<file path="config.mk">
export PLATFORM = sky130hd
export DESIGN_NAME = mem_port_arbiter
export DESIGN_NICKNAME = d
export VERILOG_FILES = /design/src/rtl/mem_port_arbiter_pkg.sv /design/src/rtl/mem_port_arbiter_prio.sv /design/src/rtl/mem_port_arbiter.sv
export SDC_FILE = /design/constraint.sdc
export NUM_CORES = 1
export LEC_CHECK = 0
export CAP_MARGIN = 20
export CORE_MARGIN = 5
export CORE_UTILIZATION = 44
export CTS_CLUSTER_DIAMETER = 60
export DETAILED_ROUTE_END_ITERATION = 8
export PLACE_DENSITY = 0.85
export SYNTH_ARGS = -nofsm -noshare
export SYNTH_HDL_FRONTEND = slang
export SYNTH_HIERARCHICAL = 1
export SYNTH_SLANG_ARGS = --single-unit
</file>
<file path="constraint.sdc">
create_clock -name clk -period 7.6 [get_ports clk]
set_input_delay 1.52 -clock clk [delete_from_list [all_inputs] [get_ports clk]]
set_output_delay 1.52 -clock clk [all_outputs]
set_load 0.03 [all_outputs]
</file>
<file path="src/rtl/mem_port_arbiter_pkg.sv">
// Shared types for the fetch/data memory port arbiter.
package mem_port_arbiter_pkg;

    typedef enum logic [1:0] {
        ST_IDLE  = 2'd0,
        ST_ISSUE = 2'd1,
        ST_WAIT  = 2'd2,
        ST_RESP  = 2'd3
    } arb_state_e;

    typedef enum logic [1:0] {
        OWN_NONE = 2'd0,
        OWN_I    = 2'd1,
        OWN_D    = 2'd2
    } owner_e;

    function automatic int streak_width(input int max_streak);
        return (max_streak < 1) ? 1 : $clog2(max_streak + 1);
    endfunction

endpackage

</file>
<file path="src/rtl/mem_port_arbiter_prio.sv">
// Winner select between fetch and data requesters, with a saturating count of
// back-to-back data grants that forces a fetch grant once it reaches its limit.
module mem_port_arbiter_prio
    import mem_port_arbiter_pkg::*;
#(
    parameter int MAX_D_STREAK = 4
) (
    input  logic clk,
    input  logic rst,
    input  logic if_req,
    input  logic d_req,
    input  logic grant_en,
    output logic grant_i,
    output logic grant_d
);

    localparam int SW = streak_width(MAX_D_STREAK);
    localparam logic [SW-1:0] STREAK_MAX = SW'(MAX_D_STREAK);

    logic [SW-1:0] streak;
    logic          fetch_due;

    assign fetch_due = if_req && (streak == STREAK_MAX);
    assign grant_d   = d_req && !fetch_due;
    assign grant_i   = if_req && !grant_d;

    // Only data grants that starve a waiting fetch extend the streak.
    always_ff @(posedge clk or posedge rst) begin
        if (rst) begin
            streak <= '0;
        end else if (grant_en) begin
            if (grant_d && if_req) begin
                if (streak != STREAK_MAX) begin
                    streak <= streak + 1'b1;
                end
            end else if (grant_d || grant_i) begin
                streak <= '0;
            end
        end
    end

endmodule

</file>
<file path="src/rtl/mem_port_arbiter.sv">
// Shares one single-port memory between instruction fetch and the data port,
// one transaction in flight, data preferred with bounded fetch starvation.
//
//   state    | meaning
//   ---------+-----------------------------------------------------------
//   ST_IDLE  | no transaction; pick a winner when any request is present
//   ST_ISSUE | m_req held with the winner's command until m_gnt
//   ST_WAIT  | command accepted; waiting for m_rvalid
//   ST_RESP  | owner's ready pulse for one cycle, requests ignored
module mem_port_arbiter
    import mem_port_arbiter_pkg::*;
#(
    parameter int AW           = 32,
    parameter int DW           = 32,
    parameter int MAX_D_STREAK = 4
) (
    input  logic          clk,
    input  logic          rst,
    input  logic          if_req,
    input  logic [AW-1:0] if_addr,
    output logic [DW-1:0] if_rdata,
    output logic          if_ready,
    input  logic          d_req,
    input  logic          d_we,
    input  logic [AW-1:0] d_addr,
    input  logic [DW-1:0] d_wdata,
    output logic [DW-1:0] d_rdata,
    output logic          d_ready,
    output logic          m_req,
    output logic          m_we,
    output logic [AW-1:0] m_addr,
    output logic [DW-1:0] m_wdata,
    input  logic          m_gnt,
    input  logic          m_rvalid,
    input  logic [DW-1:0] m_rdata,
    output logic          busy
);

    arb_state_e state;
    owner_e     owner;
    logic       grant_i;
    logic       grant_d;

    mem_port_arbiter_prio #(
        .MAX_D_STREAK(MAX_D_STREAK)
    ) u_prio (
        .clk     (clk),
        .rst     (rst),
        .if_req  (if_req),
        .d_req   (d_req),
        .grant_en(state == ST_IDLE),
        .grant_i (grant_i),
        .grant_d (grant_d)
    );

    always_ff @(posedge clk or posedge rst) begin
        if (rst) begin
            state    <= ST_IDLE;
            owner    <= OWN_NONE;
            m_req    <= 1'b0;
            m_we     <= 1'b0;
            m_addr   <= '0;
            m_wdata  <= '0;
            if_rdata <= '0;
            if_ready <= 1'b0;
            d_rdata  <= '0;
            d_ready  <= 1'b0;
            busy     <= 1'b0;
        end else begin
            case (state)
                ST_IDLE: begin
                    if (grant_d) begin
                        m_req   <= 1'b1;
                        m_we    <= d_we;
                        m_addr  <= d_addr;
                        m_wdata <= d_wdata;
                        owner   <= OWN_D;
                        busy    <= 1'b1;
                        state   <= ST_ISSUE;
                    end else if (grant_i) begin
                        m_req   <= 1'b1;
                        m_we    <= 1'b0;
                        m_addr  <= if_addr;
                        m_wdata <= '0;
                        owner   <= OWN_I;
                        busy    <= 1'b1;
                        state   <= ST_ISSUE;
                    end
                end
                ST_ISSUE: begin
                    if (m_gnt) begin
                        m_req <= 1'b0;
                        state <= ST_WAIT;
                    end
                end
                ST_WAIT: begin
                    // Store acks also return m_rdata to the data port; it is don't-care there.
                    if (m_rvalid) begin
                        if (owner == OWN_D) begin
                            d_rdata <= m_rdata;
                            d_ready <= 1'b1;
                        end else begin
                            if_rdata <= m_rdata;
                            if_ready <= 1'b1;
                        end
                        state <= ST_RESP;
                    end
                end
                ST_RESP: begin
                    if_ready <= 1'b0;
                    d_ready  <= 1'b0;
                    owner    <= OWN_NONE;
                    busy     <= 1'b0;
                    state    <= ST_IDLE;
                end
                default: begin
                    state <= ST_IDLE;
                end
            endcase
        end
    end

endmodule

</file>
==> impl_metrics.tcl, run 1 <==
set metrics [dict create \
    hold_slack_ns 0.4763 \
    antennaDiodeCount 0 \
    fin_cells 872 \
    p_int_mw 2.599 \
    clock_tree.htree_level_count 4 \
    wl_um 15860 \
    synthesis.instances 421 \
    placement_rows 41 \
    path_class_of_the_lowest_slack_min_delay_path "flip-flop to flip-flop" \
    remaining_drc_errors 0 \
    grt_setup_unrepaired "no" \
    critical_path.startpoint_type "input port" \
    clock_power_share_pct 19.7 \
    initial_utilization_pct 44.97 \
    dpl.hpwl_um 11670 \
    report.final.setup_viol 0 \
    boundaryPins 268 \
    clock_insertion_delay_worst_skew_ns 0.40 \
    synth.cell_area_mm2 0.005698 \
    report.final.slew_viol_count 0 \
    dr.pass1.iters 4 \
    synth-main-ff-cell "dfrtp_1" \
    async_reset_ff_share_pct 100.0 \
    syn_area_per_cell_um2 13.53 \
    cellLeakagePower_nw 4.010 \
    n_fill_cell 842 \
    routed_vias_inst 4.959 \
    critical_path_arrival_ns 4.35 \
    holdBufCountCts 0 \
    final_layout_size_suffix_gt1_share_pct 14.86 \
    achievable-frequency_ghz 0.2428 \
    final.setup.worst_slack_ns 3.482 \
    tns_ns 0 \
    final_weighted_congestion_in_routability_driven_placement 0.7590 \
    worstSetupEndpointType "flip-flop" \
    yosysWarningCount 6 \
    tritoncts "done" \
    crit_path_max_fanout 66 \
    post_cts_resize_count 0 \
    timing.slew.headroom_pct 30.45 \
    postSynthNetCount 564 \
    maxCapViolations 0 \
    die_area_mm2 0.01533 \
    dpl_worst_slack_ns 3.102 \
    cts_sinks 140 \
    vdd_drop_max_v 0.0002317 \
    combinationalPowerShare_pct 49.7 \
    grt_util_all_layers_pct 20.27 \
    final_hold_viol_count 0 \
    port-buffer-count 267 \
    count_of_flip_flops_with_a_built_in_enable_after_synthesis 0 \
    number_of_buffers_created_by_cts 17 \
    postSynthRegisterBits 140 \
    placed_cells_incl_taps 838 \
    clkTransAtPathRegs_ns 0.05 \
    post-synth-top-area-cell "dfrtp_1" \
    clock_tree.buffer_depth 2 \
    dr_total_vias 4324 \
    timing.critical_path.required_ns 7.83 \
    die_x_um 123.8 \
    core-area_mm2 0.01267 \
    dr.first_iter.drc_count 261 \
    grt_max_degree 83 \
    synth_cell_types 35 \
    postCtsSetupRepairBufs 0 \
    layout.cells.most_common_list "267 x clkdlybuf4s50_1, 140 x dfrtp_1, 63 x mux2_2, 39 x nand2_1, 35 x o21ai_0" \
    die_y_um 123.8 \
    seq_power_share_pct 30.7 \
    netlist.area_leader.share_pct 61.48 \
    layout_commonest_cell "clkdlybuf4s50_1" \
    final_core_util_pct 72.20 \
    ant_nets 0 \
    grt_pass1_wl_um 23700 \
    post_drt_wl_per_cell_um 18.19 \
    first_global_vias 4651 \
    design.final.nets 830 \
    cts-root-buf "clkbuf_16" \
    timing_worst_setup_path_type "input port to flip-flop" \
    final_min_period_over_clock_period_pct 54.19 \
    skew_ns 0.006507 \
    synth_seq_area_share_pct 61.48 \
    synthToLayoutAreaGrowth_pct 60.56 \
    grt_antenna_before_repair 0 \
    synth.top_cells.by_area "dfrtp_1 61%, mux2_2 12%, mux2i_1 6.0%" \
    grt_overflow 0 \
    worst-slew-pin-transition_ns 1.043 \
    switching_share_pct 39.17 \
    period_needed_ns 4.118 \
    run_status "complete, no violations" \
    power.net_switching_mw 1.673 \
    powerDensity_mw_per_mm2 467.0 \
]
## per-layer routing
layer,part of all wire [%],vias up,track usage (%)
li1,-,2027,-
met1,37,2072,23.12
met2,51,203,35.48
met3,9.5,22,7.175
met4,2.1,0,6.505
met5,0,-,0
## power by group through the flow
stage                     registers [mW]  logic, mW  clock network (mW)
final                               1.31       2.12               0.840
after CTS                           1.31       2.13               0.855
after global routing                1.36       2.24               0.891
after global placement              1.30       2.07                   0
after detailed placement            1.31       2.13                   0
after floorplan                     1.96      0.549                   0
## cell families (layout without fill, tap and decap cells)
| family | after synthesis | count (layout) | share of synthesized area [%] |
|---|---|---|---|
| flops | 140 | 140 | 61.48 |
| compound gates | 83 | 83 | 9.881 |
| simple gates | 55 | 55 | 4.809 |
| mux | 99 | 99 | 18.82 |
| buf+inv | 36 | 315 | 3.250 |
| fa+ha+maj | 8 | 8 | 1.757 |
## final cells by class
class | count | area, um2 | share of cell area, %
inverters | 11 | 46.29 | 0.5060
clock buffers | 23 | 478.0 | 5.224
repair buffers | 272 | 2755 | 30.11
multi-input cells | 245 | 2017 | 22.05
clock inverters | 9 | 133.9 | 1.463
flip-flops and latches | 140 | 3503 | 38.29
well taps | 172 | 215.2 | 2.352
## stage by stage
stage               instance area (um2)  power [mW]
floorplan                          5698       2.511
CTS                                9101       4.302
detailed placement                 8489       3.436
global route                       9149       4.488
global placement                   8469       3.366
finish                             9149       4.273
## registers in the layout, indices dropped and copies added, names as in the netlist
signal	count
owner	2
m_wdata	32
d_rdata	32
busy	1
m_we	1
m_addr	32
if_rdata	32
state	2
u_prio/streak	3
m_req	1
if_ready	1
d_ready	1
## path summary, 6_finish.rpt
check	from	to	slack [ns]	cells past startpoint
max in group asynchronous	rst	m_addr[12]	4.88	4
worst min register to register	m_addr[8]	m_addr[8]	0.48	2
worst min-delay path	m_addr[8]	m_addr[8]	0.48	2
min in group asynchronous	rst	u_prio/streak[2]	1.41	2
worst max-delay path	if_req	m_addr[18]	3.48	7
worst max register to register	u_prio/streak[0]	m_addr[18]	4.49	8
## synth_stat cells (2+ instances only)
library cell  count
buf_2            12
mux2i_1          34
o22ai_1           3
and2_1            2
inv_1            11
o31ai_1           2
buf_6             4
mux2_2           63
o21ai_0          35
a22o_1           33
dfrtp_1         140
a21oi_1           3
nor2b_1           3
mux2_1            2
ha_1              8
clkbuf_1          7
nand2_1          39
o21ai_1           3
## critical path: stages
cell and delay [ns]:
clkdlybuf4s50_1 0.54, nand3_1 0.11, nand2_1 0.11, inv_2 0.36, o21ai_4 0.83, buf_4 0.58
o21ai_0 0.24
No activity file was read; power rests on OpenSTA's default activity.
==> run 2, diff against run 1 <==
Settings changed: CORE_UTILIZATION 44 to 37, PLACE_DENSITY 0.85 to 0.76.
Clock period 7.6 ns to 3.7 ns, I/O delays scaled along.
==> impl_metrics.tcl, run 2 (same netlist as run 1, synthesis figures left out) <==
set metrics [dict create \
    run_status "complete, no violations" \
    initial_utilization_pct 37.62 \
    report.final.setup_viol 0 \
    antennaDiodeCount 0 \
    clock_insertion_delay_worst_skew_ns 0.42 \
    cts_sinks 140 \
    vdd_drop_max_v 0.0004225 \
    final_core_util_pct 60.26 \
    dpl.hpwl_um 11630 \
    first_global_vias 4615 \
    achievable-frequency_ghz 0.4267 \
    ant_nets 0 \
    grt_max_degree 99 \
    final_weighted_congestion_in_routability_driven_placement 0.7846 \
    cellLeakagePower_nw 3.985 \
    number_of_buffers_created_by_cts 17 \
    path_class_of_the_lowest_slack_min_delay_path "flip-flop to flip-flop" \
    clkTransAtPathRegs_ns 0.06 \
    die_area_mm2 0.01798 \
    critPathLaunch "if_req" \
    timing.slew.headroom_pct 37.16 \
    skew_ns 0.007576 \
    dr_total_vias 4289 \
    remaining_drc_errors 0 \
    grt_overflow 0 \
    crit_path_max_fanout 22 \
    port-buffer-count 267 \
    powerDensity_mw_per_mm2 937.9 \
    design.final.nets 832 \
    worst-slew-pin-transition_ns 0.9403 \
    clock_tree.htree_level_count 4 \
    worst_r2r_startpoint "state[0]" \
    min_from "m_addr[14]" \
    post_drt_wl_per_cell_um 17.17 \
    clock_tree.buffer_depth 2 \
    grt_pass1_wl_um 24110 \
    holdBufCountCts 0 \
    final_layout_size_suffix_gt1_share_pct 15.26 \
    die_y_um 134.1 \
    grt_util_all_layers_pct 16.98 \
    period_needed_ns 2.344 \
    r2r_slack_ns 1.44 \
    timing.critical_path.required_ns 4.00 \
    final_hold_viol_count 0 \
    post_cts_resize_count 0 \
    worstSetupEndpointType "flip-flop" \
    critical_path_arrival_ns 2.64 \
    tns_ns 0 \
    dr.pass1.iters 4 \
    boundaryPins 268 \
    wl_um 15270 \
    placement_rows 45 \
    layout_commonest_cell "clkdlybuf4s50_1" \
    layout.cells.most_common_list "267 x clkdlybuf4s50_1, 140 x dfrtp_1, 63 x mux2_2, 39 x nand2_1, 35 x o21ai_0" \
    critical_path.startpoint_type "input port" \
    final_min_period_over_clock_period_pct 63.35 \
    die_x_um 134.1 \
    routed_vias_inst 4.825 \
    timing_worst_setup_path_type "input port to flip-flop" \
    report.final.slew_viol_count 0 \
    cts-root-buf "clkbuf_16" \
    grt_setup_unrepaired "no" \
    core-area_mm2 0.01515 \
    maxCapViolations 0 \
    dr.first_iter.drc_count 119 \
    synthToLayoutAreaGrowth_pct 60.17 \
    hold_slack_ns 0.4785 \
    tritoncts "done" \
    grt_antenna_before_repair 0 \
    postCtsSetupRepairBufs 0 \
]
run 2: cell types whose count changed in the layout (fill, tap and decap cells not counted), sizes merged:
cell,change
inv,+1
clkinv,+2
clkinvlp,+2
bufinv,-3
clkbuf,-3
buf,+2
run 2: path summary, 6_finish.rpt:
path	to	cells after the start
max	state[1]	8
min	m_addr[14]	2
max reg2reg	if_rdata[27]	5
min reg2reg	m_addr[14]	2
max in group asynchronous	m_addr[14]	3
min in group asynchronous	u_prio/streak[2]	2
run 2: critical path, stage by stage:
cell,delay [ns]
clkdlybuf4s50_1,0.47
nand3_1,0.13
nand2_1,0.09
inv_2,0.07
buf_4,0.34
nor3b_4,0.11
nor3_1,0.30
mux2_2,0.38
run 2: cell type report:
type                    instances  area, um2
clock buffers                  20      456.7
inverters                      11      45.04
flip-flops and latches        140       3503
well taps                     188      235.2
multi-input cells             245       2017
repair buffers                274       2783
fillers                      1186       6020
clock inverters                11      86.33
run 2: report_power, final:
part / internal, mW / switching (mW) / total (mW)
sequential: 2.27 / 0.411 / 2.68
clock: 0.896 / 0.643 / 1.54
combinational: 1.96 / 2.38 / 4.34
total: 5.13 / 3.43 / 8.56
run 2: metrics by stage:
stage	instances	area [um2]	total power, mW	worst slack (ns)
after detailed placement	857	8556	7.065	0.9352
after floorplan	421	5702	5.158	1.253
after global routing	889	9126	9.023	1.259
after CTS	888	9099	8.634	1.365
after global placement	857	8556	6.956	0.9991
final	889	9126	8.560	1.356
run 2: layer usage:
layer  vias up  track usage, %  wire (um)
met5         -               0          0
met4         0           6.731        310
met3        22           5.964       1373
met2       197           28.19       7405
met1      2036           20.30       6178
li1       2034               -          -
==> variant 1, RTL diff (settings of run 1) <==
`DW`: 32 -> 24.
--- a/src/rtl/mem_port_arbiter.sv
+++ b/src/rtl/mem_port_arbiter.sv
@@ -11,7 +11,7 @@
     import mem_port_arbiter_pkg::*;
 #(
     parameter int AW           = 32,
-    parameter int DW           = 32,
+    parameter int DW           = 24,
     parameter int MAX_D_STREAK = 4
 ) (
     input  logic          clk,
Interface: changed (5 resized); port bits go from 268 to 228. No check against the original RTL was run, so the function may have changed too.
==> variant 1 against run 1 <==
Synthesized area is 14% lower; sequential share of layout area shrank 1.2 points; sequential cell count fell by 24; total power fell by 15%; clock power is 13% lower; sequential power shrank 16%; final area decreased by 14%; critical path depth did not move; die area is 12% lower; cell count shrank 14%; largest cell class unchanged; setup slack improved by 230 ps; routed wire length is 12% lower; largest power group unchanged; first-iteration DRC count is 26% lower.
==> variant 1: results (changes against run 1) <==
[sta]
fin_skew_ps=4.07  ; -2.44 ps
worstMarginPinSlew_ps=1070  ; +26.0 ps

[synthesis]
synth_nets=496  ; -12%
yosysUniqueCellTypes=39  ; +11%
synth_seq_area_share_pct=58.9  ; -2.6 points
ys_top_cells_by_area=dfrtp_1, mux2i_1, mux2_4
synth.avg_cell_area_um2=13.4  ; -1.3%
synth.yosys.warnings=6  ; unchanged
ys_top_cells_by_count=dfrtp_1, nand2_1, o21ai_0

[place]
dp_cells=717  ; -14%
gp_congestion=0.758  ; -0.11%
port-buffer-count=227  ; -15%
post_dp_cell_area_um2=7270  ; -14%

[global_route]
grt_first_pass_wirelength_um=21300  ; -10%
grt_max_degree=68  ; -18%
track_usage_pct=21.0  ; +0.71 points
first_global_vias=4041  ; -13%

[detailed_routing]
vias_per_cell=5.06  ; +2.0%
drtIter0Drc=193  ; -26%

[run_status]
status=finished clean

[final_layout]
diodes=0  ; unchanged
instances_no_fill=747  ; -14%

[cts]
clockRootBuffer=clkbuf_8
clk_latency_ps=500  ; +100 ps

[critical_path]
crit_fanout=58  ; -12%
cp_slowest_stage_delay_ps=790  ; -40 ps

[power]
ir_worst_vdd_uv=287  ; +24%

variant 1: kinds of logic after synthesis:
logic type	after synthesis	synth area share, %
DFF	116	58.9
and+or+nand+nor	56	5.97
buffers and inverters	31	3.43
muxes	83	19.7
AOI/OAI and AO/OA	75	10.0
adders and majority gates	8	2.03
variant 1: path summary, 6_finish.rpt:
path,cells after the start,start,slack (ps),endpoint
min reg2reg,2,m_addr[4],480,m_addr[4]
min in group asynchronous,2,rst,1270,u_prio/streak[2]
max in group asynchronous,3,rst,4930,m_addr[11]
max,7,if_req,3710,m_addr[7]
max reg2reg,8,u_prio/streak[1],4610,m_addr[7]
min,2,m_addr[4],480,m_addr[4]
variant 1: per-stage QoR:
step | power [mW] | setup slack (ps)
6_report | 3.63 | 3710
5_1_grt | 3.82 | 3440
4_1_cts | 3.66 | 3740
3_5_place_dp | 2.90 | 3200
3_3_place_gp | 2.84 | 3390
2_1_floorplan | 2.13 | 3090
variant 1: where the power goes:
part           internal, mW  leakage (nW)  switching (mW)  total (mW)
Clock                 0.476         0.272           0.257       0.733
Sequential            0.915          1.44           0.188        1.10
Combinational         0.811          1.78           0.983        1.79
Total                  2.20          3.49            1.43        3.63
variant 1: metal layers:
| metal | GRT usage [%] | vias to the layer above | wire (um) | part of all wire (%) |
|---|---|---|---|---|
| met5 | 0 | - | 0 | 0 |
| met4 | 7.89 | 0 | 234 | 1.7 |
| met3 | 6.95 | 17 | 1360 | 9.7 |
| met2 | 34.5 | 202 | 6710 | 48 |
| met1 | 25.8 | 1795 | 5720 | 41 |
| li1 | - | 1763 | - | - |
variant 1: layout make-up:
type,count,area (um^2)
Sequential cell,116,2900
Clock buffer,20,445
Inverter,10,40.0
Timing Repair Buffer,229,2290
Clock inverter,10,109
Multi-Input combinational cell,222,1860
Tap cell,140,175
Fill cell,734,3070
variant 1: tightest hold or removal path, cell delays in order, from the launching register on:
cell and delay [ps]:
dfrtp_1 340, nand2_1 50, o21ai_0 60
==> variant 2, RTL diff (config.mk and constraints of run 1) <==
Without the edit above. Re-encode `owner_e` (3 values) as one-hot, 3 bits wide.
--- a/src/rtl/mem_port_arbiter_pkg.sv
+++ b/src/rtl/mem_port_arbiter_pkg.sv
@@ -8,10 +8,10 @@
         ST_RESP  = 2'd3
     } arb_state_e;
 
-    typedef enum logic [1:0] {
-        OWN_NONE = 2'd0,
-        OWN_I    = 2'd1,
-        OWN_D    = 2'd2
+    typedef enum logic [2:0] {
+        OWN_NONE = 3'b001,
+        OWN_I    = 3'b010,
+        OWN_D    = 3'b100
     } owner_e;
 
     function automatic int streak_width(input int max_streak);
Behaviour: same outputs for any inputs over 4 cycles, from zero or initial values and one cycle with rst high; so few cycles prove little.
==> variant 2 against run 1 <==
Sequential cell count increased by 1; synthesized cell count up 0.95%; final area grew 0.12%; clock skew rose by 1.9 ps; register-to-register slack better by 160 ps; total power is 2.9% lower; setup slack improved by 130 ps; clock power down 2.9%; synthesized area increased by 0.83%; routed wire length increased by 4.0%; critical endpoint is now m_addr[12]; largest cell class unchanged; largest power group unchanged.
==> variant 2: results (changes against run 1) <==
[final_layout]
instances_no_fill=875  ; +0.34%
n_fill_cell=873  ; +3.7%
nets=834  ; +0.48%
drive_gt1_share_pct=14.8  ; -0.063 points

[sta]
hold_slack_ps=483  ; +7.03 ps
fin_skew_ps=8.37  ; +1.86 ps
worstMarginPinSlew_ps=1030  ; -14.8 ps

[global_route]
first_global_vias=4745  ; +2.0%
track_usage_pct=22.0  ; +1.7 points
grt_first_pass_wirelength_um=26900  ; +14%
grt_max_degree=90  ; +8.4%

[synthesis]
synth_nets=568  ; +0.71%
ys_top_cells_by_area=dfrtp_1, mux2_2, mux2i_1
synth_seq_area_share_pct=61.4  ; about the same
ys_top_cells_by_count=dfrtp_1, mux2_2, nand2_1
synth.avg_cell_area_um2=13.5  ; -0.11%

[power]
ir_worst_vdd_uv=276  ; +19%
switching_share_pct=39.1  ; about the same
total_leakage_power_nw=4.03  ; +0.58%

[place]
dp_hpwl_um=12300  ; +5.4%
dp_cells=842  ; +0.48%

[critical_path]
crit_fanout=68  ; +3.0%
r2r_slack_ps=4650  ; +160 ps

[detailed_routing]
vias_per_cell=5.04  ; +1.7%
drt-pass1-iter-count=6  ; +2
wl_per_cell_um=18.8  ; +3.6%
drtIter0Drc=250  ; -4.2%

[cts]
clk_latency_ps=410

[run_status]
status=finished clean

-- variant 2: area by class of cell --
cell class / count / share of cell area [%]
Sequential cell: 141 / 38.5
Timing Repair Buffer: 273 / 30.1
Multi-Input combinational cell: 247 / 22.2
Clock buffer: 24 / 5.04
Tap cell: 172 / 2.35
Clock inverter: 7 / 1.24
Inverter: 11 / 0.505
-- variant 2: worst max-delay path: stages --
cell             delay (ps)
clkdlybuf4s50_1         540
nand3_1                 130
nand2_1                 110
inv_2                   370
o21ai_4                 760
buf_4                   580
o21ai_0                 190
-- variant 2: path summary, 6_finish.rpt --
check                            startpoint          endpoint  cells after the start
setup / recovery                     if_req        m_addr[12]                      7
hold / removal                    m_addr[3]         m_addr[3]                      2
setup reg to reg           u_prio/streak[0]        m_addr[12]                      8
hold reg to reg                   m_addr[3]         m_addr[3]                      2
max in group asynchronous               rst          owner[0]                      4
min in group asynchronous               rst  u_prio/streak[2]                      2
-- variant 2: stage by stage --
| stage | power, mW | setup slack (ps) | cell area, um^2 | utilization (%) |
|---|---|---|---|---|
| floorplan | 2.44 | 2390 | 5750 | - |
| global placement | 3.27 | 3320 | 8530 | 67.0 |
| detailed placement | 3.34 | 3210 | 8530 | 67.0 |
| CTS | 4.18 | 3630 | 9100 | 71.6 |
| global route | 4.36 | 3360 | 9160 | 72.0 |
| finish | 4.15 | 3620 | 9160 | 72.0 |
-- variant 2: cells by family after synthesis --
group	share of synthesized area, %
AO/OA/AOI/OAI	9.91
AND/OR/NAND/NOR	4.64
flip-flops	61.4
adder cells (fa/ha/maj)	1.74
buffers and inverters	3.38
multiplexers	18.9
-- variant 2: metal layers --
layer  share of wire (%)  track usage (%)  vias up
li1                    -                -     2047
met2                  47             34.1      243
met3                  10             9.35       25
met4                 2.2             7.74        2
met1                  41             27.6     2097
met5               0.079                0        -
-- variant 2: power by group through the flow --
stage	Clock [mW]	Combinational, mW	Sequential, mW
2_1_floorplan	0	0.535	1.90
3_3_place_gp	0	1.99	1.28
3_5_place_dp	0	2.04	1.30
4_1_cts	0.832	2.04	1.30
5_1_grt	0.869	2.15	1.34
6_report	0.816	2.03	1.30
